## src/rtl/cla_restoring_divider_pkg.sv

```systemverilog
// Shared encodings for the restoring divider and other adder consumers.
// Holds FSM state encoding and the adder add/subtract select values.
package cla_restoring_divider_pkg;

    typedef enum logic [1:0] {
        ST_IDLE = 2'd0,
        ST_RUN  = 2'd1,
        ST_DONE = 2'd2
    } div_state_e;

    localparam logic ADD = 1'b0;
    localparam logic SUB = 1'b1;

endpackage

```

## src/rtl/cla_restoring_divider_cla.sv

```systemverilog
// Block carry-lookahead adder/subtractor.
// Ports: a_i, b_i operands; add_sub_b_i 0=add 1=sub; sum_o, cout_o.
module carry_look_ahead_adder #(
    parameter int WIDTH       = 32,
    parameter int BLOCK_WIDTH = 4
) (
    input  logic [WIDTH-1:0] a_i,
    input  logic [WIDTH-1:0] b_i,
    input  logic             add_sub_b_i,
    output logic [WIDTH-1:0] sum_o,
    output logic             cout_o
);

    localparam int NBLK = WIDTH / BLOCK_WIDTH;

    always_comb begin
        logic [WIDTH-1:0] bx;
        logic [WIDTH-1:0] p;
        logic [WIDTH-1:0] g;
        logic             c_blk;
        logic             c_bit;
        logic             term;
        logic             g_blk;
        logic             p_blk;
        // Subtract is a + ~b + 1: invert b and feed the select in as carry.
        bx    = b_i ^ {WIDTH{add_sub_b_i}};
        p     = a_i ^ bx;
        g     = a_i & bx;
        sum_o = '0;
        c_blk = add_sub_b_i;
        for (int k = 0; k < NBLK; k++) begin
            // In-block carries in flat sum-of-products form from block cin.
            for (int j = 0; j < BLOCK_WIDTH; j++) begin
                c_bit = c_blk;
                for (int m = 0; m < j; m++) begin
                    c_bit = c_bit & p[k*BLOCK_WIDTH+m];
                end
                for (int m = 0; m < j; m++) begin
                    term = g[k*BLOCK_WIDTH+m];
                    for (int n = m + 1; n < j; n++) begin
                        term = term & p[k*BLOCK_WIDTH+n];
                    end
                    c_bit = c_bit | term;
                end
                sum_o[k*BLOCK_WIDTH+j] = p[k*BLOCK_WIDTH+j] ^ c_bit;
            end
            g_blk = 1'b0;
            p_blk = 1'b1;
            for (int j = 0; j < BLOCK_WIDTH; j++) begin
                g_blk = g[k*BLOCK_WIDTH+j] | (p[k*BLOCK_WIDTH+j] & g_blk);
                p_blk = p_blk & p[k*BLOCK_WIDTH+j];
            end
            c_blk = g_blk | (p_blk & c_blk);
        end
        cout_o = c_blk;
    end

endmodule

```

## src/rtl/cla_restoring_divider.sv

```systemverilog
// Multi-cycle unsigned restoring divider, one CLA trial subtract per clock.
// Ports: clk, rst_n, start/dividend/divisor in; busy, done, quotient, remainder, div_by_zero out.
module cla_restoring_divider
    import cla_restoring_divider_pkg::*;
#(
    parameter int BUS_WIDTH       = 32,
    parameter int CLA_BLOCK_WIDTH = 4
) (
    input  logic                 clk,
    input  logic                 rst_n,
    input  logic                 start,
    input  logic [BUS_WIDTH-1:0] dividend,
    input  logic [BUS_WIDTH-1:0] divisor,
    output logic                 busy,
    output logic                 done,
    output logic [BUS_WIDTH-1:0] quotient,
    output logic [BUS_WIDTH-1:0] remainder,
    output logic                 div_by_zero
);

    localparam int AW = BUS_WIDTH + CLA_BLOCK_WIDTH;
    localparam int CW = $clog2(BUS_WIDTH);

    div_state_e           state_q, state_d;
    logic [BUS_WIDTH-1:0] q_work_q, q_work_d;
    logic [BUS_WIDTH-1:0] d_work_q, d_work_d;
    logic [AW-1:0]        r_work_q, r_work_d;
    logic [CW-1:0]        count_q, count_d;
    logic [BUS_WIDTH-1:0] quot_q, quot_d;
    logic [BUS_WIDTH-1:0] rem_q, rem_d;
    logic                 dbz_q, dbz_d;

    logic [AW-1:0]        shifted;
    logic [AW-1:0]        diff;
    logic                 sub_cout;
    logic                 qbit;
    logic [AW-1:0]        r_next;
    logic [BUS_WIDTH-1:0] q_next;
    logic                 unused_bits;

    assign shifted = AW'({r_work_q[BUS_WIDTH-1:0], q_work_q[BUS_WIDTH-1]});

    carry_look_ahead_adder #(
        .WIDTH       (AW),
        .BLOCK_WIDTH (CLA_BLOCK_WIDTH)
    ) u_trial_sub (
        .a_i         (shifted),
        .b_i         (AW'(d_work_q)),
        .add_sub_b_i (SUB),
        .sum_o       (diff),
        .cout_o      (sub_cout)
    );

    // A clear sign bit means the divisor fit: keep the difference.
    assign qbit   = ~diff[AW-1];
    assign r_next = qbit ? diff : shifted;
    assign q_next = {q_work_q[BUS_WIDTH-2:0], qbit};

    // Only the low half of the remainder is ever shifted back in.
    assign unused_bits = ^{r_work_q[AW-1:BUS_WIDTH], sub_cout};

    always_comb begin
        state_d  = state_q;
        q_work_d = q_work_q;
        d_work_d = d_work_q;
        r_work_d = r_work_q;
        count_d  = count_q;
        quot_d   = quot_q;
        rem_d    = rem_q;
        dbz_d    = dbz_q;
        case (state_q)
            ST_IDLE: begin
                if (start) begin
                    q_work_d = dividend;
                    d_work_d = divisor;
                    r_work_d = '0;
                    count_d  = '0;
                    if (divisor == '0) begin
                        state_d = ST_DONE;
                        quot_d  = '1;
                        rem_d   = dividend;
                        dbz_d   = 1'b1;
                    end else begin
                        state_d = ST_RUN;
                    end
                end
            end
            ST_RUN: begin
                r_work_d = r_next;
                q_work_d = q_next;
                count_d  = count_q + CW'(1);
                if (count_q == CW'(BUS_WIDTH - 1)) begin
                    state_d = ST_DONE;
                    quot_d  = q_next;
                    rem_d   = r_next[BUS_WIDTH-1:0];
                    dbz_d   = 1'b0;
                end
            end
            ST_DONE: begin
                state_d = ST_IDLE;
            end
            default: begin
                state_d = ST_IDLE;
            end
        endcase
    end

    always_ff @(posedge clk or negedge rst_n) begin
        if (!rst_n) begin
            state_q  <= ST_IDLE;
            q_work_q <= '0;
            d_work_q <= '0;
            r_work_q <= '0;
            count_q  <= '0;
            quot_q   <= '0;
            rem_q    <= '0;
            dbz_q    <= 1'b0;
        end else begin
            state_q  <= state_d;
            q_work_q <= q_work_d;
            d_work_q <= d_work_d;
            r_work_q <= r_work_d;
            count_q  <= count_d;
            quot_q   <= quot_d;
            rem_q    <= rem_d;
            dbz_q    <= dbz_d;
        end
    end

    assign busy        = (state_q != ST_IDLE);
    assign done        = (state_q == ST_DONE);
    assign quotient    = quot_q;
    assign remainder   = rem_q;
    assign div_by_zero = dbz_q;

endmodule
```

## config.mk

```make
export PLATFORM = sky130hd
export DESIGN_NAME = cla_restoring_divider
export DESIGN_NICKNAME = d
export VERILOG_FILES = /design/src/rtl/cla_restoring_divider_pkg.sv /design/src/rtl/cla_restoring_divider_cla.sv /design/src/rtl/cla_restoring_divider.sv
export SDC_FILE = /design/constraint.sdc
export NUM_CORES = 1
export LEC_CHECK = 0
export CAP_MARGIN = 20
export CORE_MARGIN = 2
export CORE_UTILIZATION = 49
export CTS_CLUSTER_SIZE = 8
export DETAILED_ROUTE_END_ITERATION = 7
export PLACE_DENSITY = 0.76
export SLEW_MARGIN = 20
export SYNTH_ARGS = -nofsm -noshare
export SYNTH_HDL_FRONTEND = slang
export SYNTH_SLANG_ARGS = --single-unit
```

## constraint.sdc

```tcl
create_clock -name clk -period 2.8 [get_ports clk]
set_input_delay 0.56 -clock clk [delete_from_list [all_inputs] [get_ports clk]]
set_output_delay 0.56 -clock clk [all_outputs]
set_load 0.05 [all_outputs]
```

# Yosys cells after proc, flatten, opt, wreduce, memory -nomap -nowiden
# Cells that the tools add are included.
# classes
n_addsub,1
n_eq_ne,6
n_mux,23
bitwise,218
n_reduce_logical,8
# op_table
operator,n
32-bit two-way mux,9
32-bit one-hot mux with 2 select lines,4
1-bit bitwise AND,98
1-bit bitwise OR,83
32-bit inverter with 36-bit output,1
33-bit by 36-bit bitwise XOR with 36-bit output,1
33-bit by 35-bit bitwise AND with 35-bit output,1
32-bit logical NOT,1
1-bit bitwise XOR,32
5-bit one-hot mux with 2 select lines,1
2-bit two-way mux,3
2-bit != test (second input constant),3
2-bit AND reduction,3
5-bit by 1-bit adder with 5-bit output (second input constant),1
5-bit == test (second input constant),1
5-bit two-way mux,1
2-bit one-hot mux with 2 select lines,1
4-bit AND reduction,1
2-bit nonzero test,2
1-bit two-way mux,3
2-bit by 1-bit == test with 1-bit output (second input constant),1
2-bit == test (second input constant),1
2-bit logical NOT,1
1-bit inverter,2
1-bit one-hot mux with 2 select lines,1
# word_totals
regBits,168
output_inout_bits,67
wordCells,264

# Longest topological paths before layout
# depth
ltp_word,33
ltp_mapped,14

# By module
# A second synthesis with hierarchy kept.
# hier_totals
cells_unflattened,872
hier_area_um2,9271.4
# modules_own_cells
module,instances,cells_per_inst,area_per_inst_um2,seq_area_each_um2
cla_restoring_divider,1,604,7255.7,4204.0
carry_look_ahead_adder,1,268,2015.7,0.0

# Worst setup path after synthesis
# Ideal clock, no wire load.
# synth_path
path_kind,reg-to-reg
startpoint,register r_work_q[8]
endpoint,"register rem_q[31], in the netlist remainder[31]"
setup_time_ps,126
arrival_time_ps,2993
required_ps,2674
setup_slack_ps,-320
path_stages_with_launch,14
n_path_buf,0
path_cell_list,dfrtp_1 ha_1 a21oi_2 o21ai_1 a221o_1 a211oi_4 o31ai_1 ha_1 o21a_1 o21a_1 nor2_1 xnor2_1 and3_1 a311o_1
# synth_between
elab_chain_len,28
word_cells_on_any_way,40
# synth_lines
item,line,rtl
from (decl),cla_restoring_divider.sv:27,"logic [AW-1:0] r_work_q, r_work_d;"
from (signal assigned),cla_restoring_divider.sv:122,r_work_q <= r_work_d;
33-bit by 36-bit bitwise XOR with 36-bit output,cla_restoring_divider_cla.sv:27,p = a_i ^ bx;
1-bit bitwise AND,cla_restoring_divider_cla.sv:50,g_blk = g[k*BLOCK_WIDTH+j] | (p[k*BLOCK_WIDTH+j] & g_blk);
1-bit bitwise OR,cla_restoring_divider_cla.sv:50,
1-bit bitwise AND,cla_restoring_divider_cla.sv:50,
1-bit bitwise OR,cla_restoring_divider_cla.sv:50,
1-bit bitwise AND,cla_restoring_divider_cla.sv:50,
1-bit bitwise OR,cla_restoring_divider_cla.sv:50,
1-bit bitwise OR (*),cla_restoring_divider_cla.sv:53,c_blk = g_blk | (p_blk & c_blk);
(+8 left out),n/a,
1-bit bitwise AND,cla_restoring_divider_cla.sv:53,
1-bit bitwise OR,cla_restoring_divider_cla.sv:53,
1-bit bitwise AND (3 in a row),cla_restoring_divider_cla.sv:36,c_bit = c_bit & p[k*BLOCK_WIDTH+m];
1-bit bitwise OR (3 in a row),cla_restoring_divider_cla.sv:43,c_bit = c_bit | term;
1-bit bitwise XOR,cla_restoring_divider_cla.sv:45,sum_o[k*BLOCK_WIDTH+j] = p[k*BLOCK_WIDTH+j] ^ c_bit;
32-bit two-way mux (*),cla_restoring_divider.sv:56,assign r_next = qbit ? diff : shifted;
32-bit two-way mux (*),cla_restoring_divider.sv:92,if (count_q == CW'(BUS_WIDTH - 1)) begin
32-bit one-hot mux with 2 select lines (*),cla_restoring_divider.sv:71,case (state_q)
to (signal assigned),cla_restoring_divider.sv:125,rem_q <= rem_d;
to (decl),cla_restoring_divider.sv:30,"logic [BUS_WIDTH-1:0] rem_q, rem_d;"
# Every way passes the cells marked *; elsewhere a longest branch is shown, timed or not. The select of a mux whose other input is x is not followed.
# A chain may end at the register's enable or synchronous reset.

# Worst setup path after layout
# layout_path
startpoint,register d_work_q[17]
endpoint,"register rem_q[27], in the netlist remainder[27]"
# layout_between
elab_chain_len,25
word_cells_on_any_way,37
# layout_lines
item,line,rtl
from (decl),cla_restoring_divider.sv:26,"logic [BUS_WIDTH-1:0] d_work_q, d_work_d;"
from (signal assigned),cla_restoring_divider.sv:121,d_work_q <= d_work_d;
32-bit inverter with 36-bit output (no line) (*),n/a,
33-bit by 36-bit bitwise XOR with 36-bit output,cla_restoring_divider_cla.sv:27,
1-bit bitwise AND,cla_restoring_divider_cla.sv:50,
1-bit bitwise OR,cla_restoring_divider_cla.sv:50,
1-bit bitwise AND,cla_restoring_divider_cla.sv:50,
1-bit bitwise OR,cla_restoring_divider_cla.sv:50,
1-bit bitwise AND,cla_restoring_divider_cla.sv:50,
1-bit bitwise OR,cla_restoring_divider_cla.sv:50,
(+5 left out),n/a,
1-bit bitwise AND,cla_restoring_divider_cla.sv:53,
1-bit bitwise OR,cla_restoring_divider_cla.sv:53,
1-bit bitwise AND (3 in a row),cla_restoring_divider_cla.sv:36,
1-bit bitwise OR (3 in a row),cla_restoring_divider_cla.sv:43,
1-bit bitwise XOR,cla_restoring_divider_cla.sv:45,
32-bit two-way mux (*),cla_restoring_divider.sv:56,
32-bit two-way mux (*),cla_restoring_divider.sv:92,
32-bit one-hot mux with 2 select lines (*),cla_restoring_divider.sv:71,
# Marked as above.

==> impl_metrics.tcl <==
set metrics [dict create \
    outcome "complete, but fails checks" \
    violations "setup timing" \
    place_inst 1401 \
    grt_first_pass_wirelength_mm 41.5 \
    grt_pass1_vias 7969 \
    start_kind "register" \
    synth_edf_count 0 \
    viasPerCell 6.18 \
    synth_top_area_share_pct 47.5 \
    cts_sinks 168 \
    n_antenna_cell 0 \
    yosys.area.top_type "dfrtp_1" \
    drt_iter0_markers 1099 \
    instances_no_fill 1468 \
    track_usage_pct 26.7 \
    fmaxAchievable_mhz 303 \
    cp-end-kind "register" \
    rsz0062_at_grt "yes" \
    setup_violations 64 \
    worst-r2r-setup-slack_ns -0.50 \
    r2r_start "d_work_q[17]$_DFFE_PN0P_" \
    drc 0 \
    path_class "register to register" \
    antenna_left 0 \
    dieArea_mm2 0.0191 \
    reg2reg_depth 15 \
    area_delta_synth_final_pct 46.8 \
    antenna_found_initial 0 \
    pre_cts_ws_ns -0.350 \
    initial_core_util_pct 49.6 \
    required_ns 3.11 \
    final.period_utilization_pct 118 \
    tns_ns -11.98 \
    hold_viol 0 \
    synth_ff_type "dfrtp_1" \
    clkSlewWorstSetupHoldPaths_ns 0.07 \
    netlist_area_mm2 0.00884 \
    maxSlewViolCount 0 \
    maxCapViolations 0 \
    seq_area_frac_synth_pct 47.5 \
    worstHoldEndpoint "div_by_zero$_DFFE_PN0P_" \
    vias 9072 \
    r2r-end "remainder[27]$_DFFE_PN0P_" \
    cts_made_buffers 17 \
    rows 49 \
    synth-async-reset-ratio_pct 100 \
    ys_ff_latch 168 \
    hold-path-cell-count 1 \
    drive_gt1_share_pct 25.8 \
    die_y_um 138 \
    period_minus_slack_ns 3.30 \
    worstPathArrival_ns 3.61 \
    hp-class "register to register" \
    crit_path_start "d_work_q[17]$_DFFE_PN0P_" \
    final_common_cell "nand2_1" \
    nFillCells 1195 \
    cp_max_fo 3 \
    synth_cells 978 \
    root_buffer "clkbuf_16" \
    drtPass1Iterations 6 \
    ios 134 \
    slew_headroom_pct 31.5 \
    fin_ws_ns -0.498 \
    gp_congestion 0.906 \
    cts_max_level 4 \
    fin_nets 1342 \
    dp_hpwl_mm 17.2 \
    io_buffer_count 133 \
    final_cell_mix "193 x nand2_1, 167 x dfrtp_1, 132 x clkdlybuf4s50_1, 132 x buf_4, 73 x nor2_1" \
    die_x_um 138 \
    yosysWarnings 0 \
    max_slew.worst_pin.slew_ns 1.03 \
    clkLatencyLatePin_ns 0.44 \
    routed_wl_mm 30.5 \
    yosysUniqueCellTypes 45 \
    synth.area.top_cells "dfrtp_1 48%, nand2_1 8.4%, ha_1 5.9%" \
    wl_per_cell_um 20.8 \
    cts_tree "done" \
    hp-start "div_by_zero$_DFFE_PN0P_" \
    clockBufferDepth 2 \
    grt_max_degree 90 \
    fin_skew_ns 0.0146 \
    grt-ovfl-total 0 \
    coreArea_mm2 0.0178 \
    avgSynthCellArea_um2 9.04 \
    synth.net_count 1094 \
]
==> layout make-up <==
class	instances	area (µm²)	area share (%)
multi-input combinational	702	4910	37.8
sequential	168	4210	32.4
timing repair buffer	297	2870	22.1
clock buffer	19	443	3.41
tap	229	287	2.21
inverter	40	150	1.16
clock inverter	13	121	0.935
==> critical path: stages (launching register included) <==
cell      delay [ns]
dfrtp_1         0.37
inv_2           0.09
ha_4            0.21
a21oi_1         0.26
o21ai_1         0.18
or2_2           0.36
a211oi_4        0.22
buf_6           0.16
nor2_4          0.05
ha_2            0.19
o21a_1          0.20
o21a_1          0.21
nor2_2          0.12
xnor2_1         0.09
and3_1          0.17
a311o_1         0.29
==> worst max path at each step <==
| stage | cells after the start | slack (ns) | endpoint |
|---|---|---|---|
| 3_3_place_gp | 14 | -0.26 | remainder[31]$_DFFE_PN0P_ |
| 5_1_grt | 15 | -0.56 | remainder[31]$_DFFE_PN0P_ |
| 6_report | 15 | -0.50 | remainder[27]$_DFFE_PN0P_ |
| 3_5_place_dp | 14 | -0.35 | remainder[31]$_DFFE_PN0P_ |
| 4_1_cts | 14 | -0.24 | remainder[31]$_DFFE_PN0P_ |
| 2_1_floorplan | 14 | -0.15 | remainder[31]$_DFFE_PN0P_ |
==> kinds of logic (layout without fill, tap and decap cells) <==
| family | count (synthesis) | count (layout) | synth area share (%) |
|---|---|---|---|
| flops | 168 | 168 | 47.5 |
| buf+inv | 108 | 369 | 5.16 |
| simple gates | 410 | 410 | 20.1 |
| xor+xnor | 18 | 18 | 1.78 |
| compound gates | 225 | 225 | 17.9 |
| fa+ha+maj | 49 | 49 | 7.53 |
==> flip-flops by register name (all words and copies together) (netlist names) <==
signal	count
d_work_q	32
quotient	32
div_by_zero	1
count_q	5
r_work_q	32
state_q	2
remainder	32
q_work_q	32
==> what timing repair did <==
action | CTS | global route
hold buffers | 1 | 0
gates resized for setup | 49 | 96
hold endpoints to repair | 19 | 0
buffers inserted | 20 | 11
setup endpoints to repair | 34 | 61
pin swaps | 66 | 80
cloned | 0 | 7
==> per-stage QoR <==
step / instance area (µm²) / hold slack [ns] / util, %
after detailed placement: 11300 / 0.433 / 63.6
after global placement: 11300 / 0.428 / 63.6
after floorplan: 8960 / 0.264 / -
final: 13000 / 0.493 / 72.8
after global routing: 13000 / 0.499 / 72.8
after CTS: 12200 / 0.490 / 68.6
==> layer usage <==
| layer | global-route usage (%) | vias up | part of all wire, % | wire [µm] |
|---|---|---|---|---|
| met5 | 0 | - | 0 | 0 |
| met3 | 5.09 | 148 | 9.2 | 2820 |
| met2 | 40.3 | 607 | 45 | 13900 |
| li1 | - | 3952 | - | - |
| met4 | 8.27 | 0 | 4.3 | 1310 |
| met1 | 39.3 | 4365 | 41 | 12600 |
==> synthesized netlist by cell type (2+ instances only) <==
cell and count:
xnor2_1 14, a32oi_1 31, a21o_1 4, xor2_1 4
buf_2 5, a311o_1 31, nor3_1 18, and3_1 24
clkbuf_1 48, a31oi_1 32, nand2_1 197, buf_1 7
o211ai_1 2, a21oi_1 48, nand3_1 56, buf_4 4
nor2_1 90, o21bai_1 2, nor4_1 8, fa_1 7
nand4_1 7, dfrtp_1 168, and2_1 3, nor2b_1 2
inv_1 39, o21ai_0 39, o31ai_1 11, buf_6 4
o21a_1 16, ha_1 42
Power is not shown: default switching activity piles up to over one toggle a cycle in this logic, so the estimate is an artifact.
==> RTL change 1: new RTL, same flow settings <==
Set the parameter `BUS_WIDTH` to 64 (it was 32).
--- a/src/rtl/cla_restoring_divider.sv
+++ b/src/rtl/cla_restoring_divider.sv
@@ -5,3 +5,3 @@
 #(
-    parameter int BUS_WIDTH       = 32,
+    parameter int BUS_WIDTH       = 64,
     parameter int CLA_BLOCK_WIDTH = 4
Ports: changed (resized dividend, divisor, quotient and remainder); port bits go from 134 to 262. No check against the original RTL was run, so the function may have changed too.
==> RTL change 1 against the original RTL <==
  * The run ends with negative hold slack, negative setup slack left
  * Area after synthesis grew 91%
  * Wire length grew 98%
  * Final area grew 92%
  * Critical endpoint is now remainder[62]$_DFFE_PN0P_
  * Worst setup slack lost 0.45 ns
  * Sequential share of layout area grew 0.60 points
  * Die area grew 88%
  * Sequential cell count grew 161
  * First-iteration DRC count grew 71%
==> RTL change 1: results (changes against the original RTL) <==
Synth
  • Most frequent cells after synthesis: nand2_1 (438), dfrtp_1 (329), nor2_1 (214)
  • Register area share after synthesis: 0.486 (+0.0108)
  • Top post-synthesis cells by area: dfrtp_1 (49%), nand2_1 (9.7%), ha_1 (6.0%)

STA
  • Final setup fails: 130 (+100%)
  • Clock Skews: 0.0217 ns (+0.00713 ns)
  • Final worst-path setup slack: -0.944 ns (-0.446 ns)
  • Min Hold Slack: -0.00669 ns (-0.500 ns)
  • Max transition margin: 0.442 (+0.127)
  • Hold Violations, Final: 3 (+3)

Routing
  • Wirelength per Cell: 21.4 um (+2.8%)
  • DRT iter0 DRCs: 1,875 (+71%)

Place
  • RD Place Congestion: 0.928 (+2.4%)
  • Detailed placement HPWL: 37.5 mm (+120%)
  • Pre-CTS WS: -0.850 ns (-0.500 ns)
  • Port Buf Inserts: 261 (+96%)

Outcome
  • Failing checks: negative hold slack, negative setup slack
  • Outcome: finished with violations

Global route
  • Total track usage: 0.323 (+0.0565)
  • Largest net degree at the start of global routing: 200 (+120%)
  • Initial antenna violation count: 4 (+4)

Clock network
  • H-tree Lvls: 2 (-2)
  • Clk_lat worst skew: 0.56 ns (+0.12 ns)
  • Reg clk slew, reported paths: 0.05 ns (-0.02 ns)
  • Maximum buffer depth of the clock tree: 3 (+1)

Setup path
  • Critical Path Fanout Max: 4 (+1)

Finish
  • Layout cells sized above 1: 0.254 (-0.00394)
-- RTL change 1: worst paths after layout --
path / start / to / slack (ns) / cells after the start
min: rst_n / quotient[19]$_DFFE_PN0P_ / -0.007 / 1
max in group asynchronous: rst_n / d_work_q[17]$_DFFE_PN0P_ / 2.02 / 2
min in group clk: quotient[32]$_DFFE_PN0P_ / quotient[32]$_DFFE_PN0P_ / 0.52 / 2
max: r_work_q[10]$_DFFE_PN0P_ / remainder[62]$_DFFE_PN0P_ / -0.94 / 18
max reg2reg: r_work_q[10]$_DFFE_PN0P_ / remainder[62]$_DFFE_PN0P_ / -0.94 / 18
min reg2reg: quotient[32]$_DFFE_PN0P_ / quotient[32]$_DFFE_PN0P_ / 0.52 / 2
-- RTL change 1: stage by stage --
stage               area (um^2)  cells  TNS [ns]   util  hold WS (ns)
finish                    25000   2826   -100.70  0.728      -0.00669
CTS                       24600   2816    -67.80  0.717        0.0347
detailed placement        21900   2727    -96.52  0.640         0.497
global route              25000   2826   -100.30  0.728        0.0485
floorplan                 17100   1873     -5.82      -         0.264
global placement          21900   2727    -83.03  0.640         0.489
-- RTL change 1: cell families after synthesis --
family | synth area share
buffers and inverters | 0.0449
and+or+nand+nor | 0.203
AOI/OAI and AO/OA | 0.141
DFF | 0.486
muxes | 0.0211
adders and majority gates | 0.0776
xor gates and xnor gates | 0.0264
-- RTL change 1: where the power goes --
part           leakage, nW  internal, W  total [W]  switching, W
clock                0.608      0.00300    0.00506       0.00206
combinational         6.93      0.00619     0.0166        0.0104
sequential            3.86      0.00672    0.00786       0.00114
-- RTL change 1: per-layer routing --
metal  wire, um  track usage
met5          0            0
met2      27600        0.509
met1      24100        0.438
met3       5410       0.0620
met4       3330        0.143
-- RTL change 1: area by class of cell --
class | instances | area, um^2
fillers | 2258 | 9330
well taps | 455 | 569
diodes | 4 | 10.0
clock buffers | 49 | 1200
flip-flops and latches | 329 | 8230
inverters | 74 | 278
repair buffers | 552 | 5420
clock inverters | 3 | 33.8
multi-input cells | 1360 | 9210
-- RTL change 1: repair_timing --
item | in CTS | in global routing
cloned | 10 | 1
pin swaps | 119 | 54
hold endpoints to repair | 0 | 0
setup buffers | 30 | 9
resized for setup | 199 | 64
endpoints found under the setup margin | 162 | 174
-- RTL change 1: worst max-delay path, stage by stage (launching register included) --
cell and delay (ns):
dfrtp_2 0.45, ha_4 0.31, nand4_1 0.23, nor3_4 0.25
buf_6 0.15, a32oi_4 0.15, a311oi_4 0.37, buf_4 0.19
o21ai_4 0.08, nand2_2 0.11, nand2b_1 0.07, nand2_2 0.10
ha_4 0.13, o21ai_2 0.05, nand2b_1 0.17, xor2_2 0.20
nand2_1 0.10, mux2_4 0.33, a31oi_1 0.20
==> RTL change 2: new RTL, config.mk and constraints unchanged <==
Without the edit above. Register the outputs `busy` and `done`, with the module's reset; this adds one clock of latency there. The other outputs are not delayed to match.
--- a/src/rtl/cla_restoring_divider.sv
+++ b/src/rtl/cla_restoring_divider.sv
@@ -129,4 +129,11 @@
 
-    assign busy        = (state_q != ST_IDLE);
-    assign done        = (state_q == ST_DONE);
+    always_ff @(posedge clk or negedge rst_n) begin
+        if (!rst_n) begin
+            busy <= '0;
+            done <= '0;
+        end else begin
+            busy <= (state_q != ST_IDLE);
+            done <= (state_q == ST_DONE);
+        end
+    end
     assign quotient    = quot_q;
Behaviour: not the same (Yosys sat finds a counterexample within 4 cycles, from zero or initial values and one cycle with rst_n low).
==> RTL change 2 against the original RTL <==
  * The flow still finishes with violations (negative setup slack)
  * Worst setup slack improved by 0.050 ns
  * Final area increased by 2.0%
  * Area after synthesis increased by 0.61%
  * Global-route usage decreased by 0.089 points
  * Synthesized cell count increased by 0.20%
  * Wire length about the same
  * Sequential cell count increased by 2
  * Core utilization increased by 1.2 points
  * Critical endpoint is now remainder[11]$_DFFE_PN0P_
Power is left out: the tool's default activity adds up to more than one toggle a clock period on the data nets, which glitch-free logic cannot reach.
==> RTL change 2: results (changes against the original RTL) <==
Clock network
  • Total CTS buffers: 17 (unchanged)
  • H-tree Lvls: 4 (unchanged)
  • Maximum buffer depth of the clock tree: 2 (unchanged)
  • Reg clk slew, reported paths: 0.07 ns (about the same)
  • Clk_lat worst skew: 0.44 ns (about the same)
  • CTS Root Buffer Type: clkbuf_16

Synth
  • Post-Synth Adder-Cell Area: 0.0748 (-0.000455)
  • Asr flop ratio synth: 1.00 (unchanged)
  • Top post-synthesis cells by area: dfrtp_1 (48%), nand2_1 (8.3%), ha_1 (5.9%)
  • Synth Area in XOR/XNOR: 0.0177 (-0.000108)
  • Synth unique cells: 45 (unchanged)
  • Post-synthesis compound-gate area fraction: 0.178 (-0.00108)
  • Register area share after synthesis: 0.478 (+0.00275)
  • Synth Flop Type: dfrtp_1
  • Mux cell area share after synthesis: 0 (unchanged)
  • Synth Net Count: 1,096 (+0.18%)
  • Most frequent cells after synthesis: nand2_1 (197), dfrtp_1 (170), nor2_1 (90)
  • Synthesis warning total: 0 (unchanged)

Place
  • Detailed placement HPWL: 17.3 mm (+0.69%)
  • Port Buf Inserts: 133 (unchanged)
  • Pre-CTS WS: -0.324 ns (+0.0256 ns)
  • RD Place Congestion: 0.867 (-4.3%)

Finish
  • Layout cells sized above 1: 0.275 (+0.0165)
  • Total of fill cells in the finished design: 1,163 (-2.7%)
  • Layout Nets: 1,362 (+1.5%)
  • Antenna cell count: 0 (unchanged)

Hold path
  • Worst min path class: in2async

Outcome
  • Failing checks: negative setup slack
  • Outcome: finished with violations

Setup path
  • Worst R2R End: remainder[11]$_DFFE_PN0P_
  • CP max stage delay: 0.43 ns (+0.06 ns)
  • Reg-to-Reg Start: q_work_q[31]$_DFFE_PN0P_
  • CP max-delay cell: dfrtp_1
  • Reg2Reg Depth: 16 (+1)
  • Critical Path Fanout Max: 4 (+1)
  • Arr. time, crit path: 3.57 ns (-0.04 ns)
  • Critical path launch point type: register

STA
  • Max transition margin: 0.327 (+0.0124)
  • Final setup fails: 62 (-3.1%)
  • Final worst-path setup slack: -0.449 ns (+0.0497 ns)
  • Setup TNS: -10.83 ns (+1.15 ns)
  • Clock Skews: 0.0120 ns (-0.00258 ns)

Routing
  • DR vias/cell: 6.07 (-1.9%)
  • Drt total wl: 30.6 mm (about the same)
  • DRT iter0 DRCs: 904 (-18%)
  • Pre-antenna DRT Iters: 5 (-1)

Global route
  • Largest net degree at the start of global routing: 88 (-2.2%)
  • Total track usage: 0.266 (-0.000886)
  • First-pass GRT wire length: 41.6 mm (+0.40%)
  • Initial antenna violation count: 0 (unchanged)
  • Vias in the first global route: 8,065 (+1.2%)
## RTL change 2: worst max-delay path by stage
stage	end	cells after the start
floorplan	remainder[31]$_DFFE_PN0P_	14
global placement	remainder[31]$_DFFE_PN0P_	14
detailed placement	remainder[31]$_DFFE_PN0P_	14
CTS	remainder[27]$_DFFE_PN0P_	15
global route	remainder[11]$_DFFE_PN0P_	16
finish	remainder[11]$_DFFE_PN0P_	16
## RTL change 2: final cells by class
cell class	count	area, um^2	share of cell area
Clock buffer	19	443	0.0334
Tap cell	229	287	0.0216
Inverter	40	155	0.0117
Timing Repair Buffer	315	3030	0.229
Multi-Input combinational cell	702	4980	0.376
Clock inverter	13	97.6	0.00737
Sequential cell	170	4250	0.321
## RTL change 2: kinds of logic (layout without fill, tap and decap cells)
logic type / count (synthesis) / count (layout)
xor gates and xnor gates: 18 / 18
buffers and inverters: 108 / 387
AOI/OAI and AO/OA: 225 / 225
DFF: 170 / 170
adders and majority gates: 49 / 49
and+or+nand+nor: 410 / 410
## RTL change 2: layer usage
layer,up-vias,share of wire,track usage
li1,3995,-,-
met1,4367,0.41,0.389
met2,550,0.46,0.406
met3,113,0.090,0.0552
met4,0,0.040,0.0744
met5,-,0,0
## RTL change 2: per-stage QoR
stage	util	hold slack, ns	area [um^2]	cells
finish	0.740	0.0809	13200	1488
global route	0.740	0.108	13200	1488
CTS	0.687	0.0871	12300	1455
detailed placement	0.638	0.485	11400	1406
global placement	0.638	0.477	11400	1406
floorplan	-	0.264	9010	980
## RTL change 2: worst max-delay path, delay by kind of cell, from the launching register on
family | cells | cell delay [ns]
XOR/XNOR | 1 | 0.11
AND/OR/NAND/NOR | 3 | 0.47
buffers and inverters | 4 | 0.41
flip-flops | 1 | 0.43
AO/OA/AOI/OAI | 6 | 1.35
adder cells (fa/ha/maj) | 2 | 0.35
## RTL change 2: timing repair
action                                  CTS  global route
endpoints found under the setup margin   29            59
pin swaps                                66            89
resized for setup                        50           109
setup buffers                            19            30
gates cloned                              0             7
